<file path="src/rtl/spi_xfer_ctrl.sv">
// SPI transaction sequencer: frames a 1..NBYTES_MAX byte exchange under SS with
// programmable setup/gap delays, per-byte handshake timeout and a DONE strobe.
module spi_xfer_ctrl #(
  parameter int unsigned NBYTES_MAX = 5,
  parameter int unsigned LEN_W      = 3,
  parameter int unsigned SS_SETUP   = 2,
  parameter int unsigned GAP_CYC    = 1,
  parameter int unsigned TO_CYC     = 255
) (
  input  logic                    CLK,
  input  logic                    RSTN,
  input  logic                    START,
  input  logic [LEN_W-1:0]        LEN,
  input  logic [8*NBYTES_MAX-1:0] DIN,
  input  logic                    BUSY,
  input  logic [7:0]              RxData,
  output logic                    SS,
  output logic                    getByte,
  output logic [7:0]              sndData,
  output logic [8*NBYTES_MAX-1:0] DOUT,
  output logic                    DONE,
  output logic                    ERR
);
  localparam int unsigned DW      = 8 * NBYTES_MAX;
  localparam int unsigned CNT_MAX = (SS_SETUP > GAP_CYC) ? SS_SETUP : GAP_CYC;
  localparam int unsigned CNT_W   = (CNT_MAX > 1) ? $clog2(CNT_MAX) : 1;
  localparam int unsigned TO_W    = (TO_CYC > 1) ? $clog2(TO_CYC) : 1;

  localparam logic [CNT_W-1:0] SETUP_LAST = CNT_W'((SS_SETUP != 0) ? SS_SETUP - 1 : 0);
  localparam logic [CNT_W-1:0] GAP_LAST   = CNT_W'((GAP_CYC != 0) ? GAP_CYC - 1 : 0);
  localparam logic [TO_W-1:0]  TO_LAST    = TO_W'((TO_CYC != 0) ? TO_CYC - 1 : 0);
  localparam logic [LEN_W-1:0] LEN_MAX    = LEN_W'(NBYTES_MAX);

  typedef enum logic [2:0] {
    S_IDLE, S_SETUP, S_REQ, S_WAIT, S_CAPTURE, S_GAP, S_FIN, S_HOLD
  } state_e;

  state_e           state_q, state_d;
  logic [LEN_W-1:0] len_q, len_d;
  logic [LEN_W-1:0] idx_q, idx_d;
  logic [LEN_W-1:0] idx_inc;
  logic [DW-1:0]    din_q, din_d;
  logic [DW-1:0]    shadow_q, shadow_d;
  logic [DW-1:0]    dout_q, dout_d;
  logic [CNT_W-1:0] cnt_q, cnt_d;
  logic [TO_W-1:0]  to_q, to_d;
  logic [7:0]       snd_q, snd_d;
  logic             err_q, err_d;
  logic             load_req;
  logic [7:0]       byte_sel;

  assign idx_inc = idx_q + LEN_W'(1);

  always_ff @(posedge CLK or negedge RSTN) begin
    if (!RSTN) begin
      state_q  <= S_IDLE;
      len_q    <= '0;
      idx_q    <= '0;
      din_q    <= '0;
      shadow_q <= '0;
      dout_q   <= '0;
      cnt_q    <= '0;
      to_q     <= '0;
      snd_q    <= '0;
      err_q    <= 1'b0;
    end else begin
      state_q  <= state_d;
      len_q    <= len_d;
      idx_q    <= idx_d;
      din_q    <= din_d;
      shadow_q <= shadow_d;
      dout_q   <= dout_d;
      cnt_q    <= cnt_d;
      to_q     <= to_d;
      snd_q    <= snd_d;
      err_q    <= err_d;
    end
  end

  always_comb begin
    state_d  = state_q;
    len_d    = len_q;
    idx_d    = idx_q;
    din_d    = din_q;
    shadow_d = shadow_q;
    dout_d   = dout_q;
    cnt_d    = cnt_q;
    to_d     = to_q;
    snd_d    = snd_q;
    err_d    = err_q;
    load_req = 1'b0;
    byte_sel = '0;

    case (state_q)
      S_IDLE: begin
        if (START) begin
          len_d    = LEN;
          din_d    = DIN;
          err_d    = 1'b0;
          shadow_d = '0;
          idx_d    = '0;
          if (LEN == '0 || LEN > LEN_MAX) begin
            err_d   = 1'b1;
            state_d = S_FIN;
          end else if (SS_SETUP == 0) begin
            load_req = 1'b1;
          end else begin
            cnt_d   = SETUP_LAST;
            state_d = S_SETUP;
          end
        end
      end
      S_SETUP: begin
        if (cnt_q == '0) load_req = 1'b1;
        else             cnt_d = cnt_q - CNT_W'(1);
      end
      S_REQ: begin
        if (BUSY) begin
          to_d    = '0;
          state_d = S_WAIT;
        end else if (TO_CYC != 0 && to_q == TO_LAST) begin
          err_d   = 1'b1;
          state_d = S_FIN;
        end else begin
          to_d = to_q + TO_W'(1);
        end
      end
      S_WAIT: begin
        if (!BUSY) begin
          state_d = S_CAPTURE;
        end else if (TO_CYC != 0 && to_q == TO_LAST) begin
          err_d   = 1'b1;
          state_d = S_FIN;
        end else begin
          to_d = to_q + TO_W'(1);
        end
      end
      S_CAPTURE: begin
        for (int unsigned k = 0; k < NBYTES_MAX; k++)
          if (idx_q == LEN_W'(k)) shadow_d[8*k +: 8] = RxData;
        idx_d = idx_inc;
        if (idx_inc == len_q) begin
          state_d = S_FIN;
        end else if (GAP_CYC == 0) begin
          load_req = 1'b1;
        end else begin
          cnt_d   = GAP_LAST;
          state_d = S_GAP;
        end
      end
      S_GAP: begin
        if (cnt_q == '0) load_req = 1'b1;
        else             cnt_d = cnt_q - CNT_W'(1);
      end
      S_FIN: begin
        if (!err_q) dout_d = shadow_q;
        state_d = S_HOLD;
      end
      S_HOLD: begin
        if (!START) state_d = S_IDLE;
      end
      default: state_d = S_IDLE;
    endcase

    // Every REQ entry funnels through here so sndData and the timeout reload stay in one place.
    for (int unsigned k = 0; k < NBYTES_MAX; k++)
      if (idx_d == LEN_W'(k)) byte_sel = din_d[8*k +: 8];
    if (load_req) begin
      state_d = S_REQ;
      to_d    = '0;
      snd_d   = byte_sel;
    end
  end

  assign SS      = !(state_q inside {S_SETUP, S_REQ, S_WAIT, S_CAPTURE, S_GAP});
  assign getByte = (state_q == S_REQ);
  assign DONE    = (state_q == S_FIN);
  assign sndData = snd_q;
  assign DOUT    = dout_q;
  assign ERR     = err_q;

endmodule

</file>
<file path="config.mk">
export PLATFORM = sky130hd
export DESIGN_NAME = spi_xfer_ctrl
export DESIGN_NICKNAME = d
export VERILOG_FILES = /design/src/rtl/spi_xfer_ctrl.sv
export SDC_FILE = /design/constraint.sdc
export NUM_CORES = 1
export LEC_CHECK = 0
export CAP_MARGIN = 20
export CORE_MARGIN = 2
export CORE_UTILIZATION = 41
export DETAILED_ROUTE_END_ITERATION = 10
export GPL_TIMING_DRIVEN = 0
export PLACE_DENSITY = 0.61
export SLEW_MARGIN = 0
export SYNTH_ARGS = -nofsm -noshare
export SYNTH_HDL_FRONTEND = slang
export SYNTH_SLANG_ARGS = --single-unit
</file>
<file path="constraint.sdc">
create_clock -name CLK -period 3.22 [get_ports CLK]
set_clock_uncertainty 0.15 [all_clocks]
set_input_delay 0.322 -clock CLK [delete_from_list [all_inputs] [get_ports CLK]]
set_output_delay 0.322 -clock CLK [all_outputs]
set_load 0.1 [all_outputs]
</file>
==> out/metrics.csv <==
metric,value,unit
status,finished clean,
largest net degree at the start of global routing,90,
"most common cell after layout, fill and taps aside",dfrtp_1,
ys async rst share,1.000,
Residual DRC,0,
clk slew on worst S/H paths,0.06,ns
drt initial violations,375,
final setup margin,0.2459,ns
GP Congestion,0.8283,
TritonRoute pass-1 iters,5,
multi-input logic area,2482,um^2
Worst Path Max Fanout,10,
Inserted Diodes,0,
via count,4895,
FMAX,336.2,MHz
crit-path cells,buf_2 > buf_1 > nor2_1 > clkdlybuf4s50_1,
"area leader, netlist",dfrtp_1,
syn nets,660,
pre-CTS worst setup slack,-0.03641,ns
unrepaired setup endpoints after global routing,false,
Yosys top cell area share,0.5784,
WL final,15430,um
leakage power,3.726,nW
Yosys reg bits,147,
cells after synthesis,598,
CTS tree,done,
combinational power share,0.490,
CP max stage delay,1.14,ns
initial antenna violation count,0,
Slew headroom,0.3031,
FP Rows,45,
Clk pwr share,0.213,
height of the die,128.5,um
GR Overflow Total,0,
# fillers,1355,
CTS Root Cell,clkbuf_16,
Syn-to-layout area delta,30.55,%
CP max-delay cell,clkdlybuf4s50_1,
CTS buffer count,17,
total global-route track usage,0.1971,
"Core Util, Final",0.5462,
Worst Hold Class,primary input to flip-flop,
total power,9.778,mW
# clock sinks,147,
count of different cell masters after synthesis,46,
Net Switching,4.529,mW
CP required,2.75,ns
Final Hold Viols,0,
vias per cell,5.292,
Mapped Area,6360,um^2
Worst-Margin Slew,1.042,ns
layout cells sized above 1,0.1438,
starting density of the core,0.4184,
switch share,0.4631,
Flop pwr share,0.297,
I/O pins,107,
sum of buffers and inverters on the critical path,3,
max_cap viols,0,
first-pass GRT wire length,25080,um
core area,15200,um^2
final-report max-slew violation count,0,
Worst Setup End Kind,output pin,
WS Path Type,flip-flop to output pin,
worst hold margin,0.2861,ns
Die X-Extent,128.5,um
Seq. cell area,3679,um^2
fin crit share,0.9236,
yosys warns,0,
CTS HTree Levels,4,
Post-synth EDFFs,0,
mean routed wirelength per cell,16.68,um
Mean Syn Cell Area,10.64,um^2
top cell family by delay on the critical path,buffers and inverters,
via count of the first global-routing pass,4959,
register area share after synthesis,0.5784,
power per cell area,1178,nW/um^2
net total in the final layout,786,
crit path DAT,2.50,ns
Area contributors post-synth,"dfrtp_1 (58%), mux2_2 (9.2%), nand2_1 (8.0%)",
most frequent cells in the layout,"dfrtp_1 (147), nand2_1 (135), clkdlybuf4s50_1 (103), o21ai_0 (59), mux2_2 (52)",
cell area after layout,8303,um^2
CP Launch Type,flip-flop,
Post-CTS Setup Bufs,0,
placed cell areas,7675,um^2
top_reg_cell synth,dfrtp_1,
Port Buf Inserts,105,
endpoints failing setup,0,
deepest clock path buffer count,2,
hpwl dp,11280,um
cell internal pwr,5.250,mW
final antenna-violating net count,0,
die area,16520,um^2
Tmin final,2.974,ns
VDD IR max,0.0006935,V
worst-skew pair later-pin latency,0.42,ns
-- routing by layer --
layer / GRT usage / routed length [um]
met1: 0.2524 / 7061
met2: 0.3295 / 7499
met3: 0.04782 / 671
met4: 0.06905 / 200
met5: 0 / 0
-- power by group through the flow --
stage | registers (mW) | clock network [mW] | logic, mW
floorplan | 4.59 | 0 | 1.90
global placement | 2.91 | 0 | 4.74
detailed placement | 2.94 | 0 | 4.82
CTS | 2.91 | 2.12 | 4.82
global route | 2.99 | 2.20 | 5.10
finish | 2.91 | 2.08 | 4.79
-- worst paths after layout --
check	startpoint	end	slack, ns	depth (start not counted)
setup / recovery	state_q[2]	getByte	0.25	4
hold / removal	DIN[11]	din_q[11]	0.29	3
setup reg to reg	state_q[2]	sndData[2]	0.45	8
hold reg to reg	din_q[37]	din_q[37]	0.33	2
max in group asynchronous	RSTN	to_q[0]	1.80	3
min in group asynchronous	RSTN	DOUT[5]	0.30	2
-- Yosys cell counts, types with 5 or more instances --
library cell  count
nor2_1           18
clkbuf_1         22
inv_1            20
buf_2             6
mux2_2           52
nand2_1         135
a21o_1            7
o22ai_1           5
dfrtp_1         147
a21oi_1          23
o21ai_0          60
o221ai_1         11
o221a_2           6
a31oi_1           5
nand3_1           7
a32oi_1           6
mux2i_1           6
nand3b_1          6
ha_1              7
-- worst reg2reg max path, stage by stage (launching register included) --
cell      delay (ns)
dfrtp_1         0.37
buf_2           0.18
nor4b_1         0.37
buf_2           0.34
mux2_2          0.38
nand3b_1        0.16
a32oi_1         0.30
o221ai_1        0.22
o221a_2         0.19
-- cell families (layout without fill, tap and decap cells) --
logic type      Yosys count  in the layout  share of synthesized area
simple gates            192            192                     0.1302
flops                   147            147                     0.5784
compound gates          137            137                     0.1354
mux                      61             61                     0.1068
buf+inv                  51            190                    0.03128
fa+ha+maj                 7              7                    0.01377
xor+xnor                  3              3                   0.004132
-- final cells by class --
type,count,share of cell area
Buffer,30,0.01447
Clock inverter,14,0.02215
Inverter,21,0.009494
Sequential cell,147,0.4430
Timing Repair Buffer,107,0.1307
Tap cell,188,0.02833
Multi-Input combinational cell,400,0.2990
Clock buffer,18,0.05289
-- repair_timing --
item,in CTS,in global routing
gates cloned,0,0
hold buffers,1,0
endpoints found under the setup margin,1,1
endpoints found under the hold margin,58,0
resized for setup,1,2
-- registers in the layout, summed over array words and instances (netlist names) --
register  flops
sndData       8
din_q        40
DOUT         40
cnt_q         1
ERR           1
len_q         3
to_q          8
idx_q         3
shadow_q     40
state_q       3
-- stage by stage --
stage / instances / setup TNS, ns
after floorplan: 598 / 0
after global placement: 891 / -587.29
after detailed placement: 892 / -0.03641
after CTS: 925 / 0
after global routing: 925 / 0
final: 925 / 0
No activity file was read; power rests on OpenSTA's default activity.
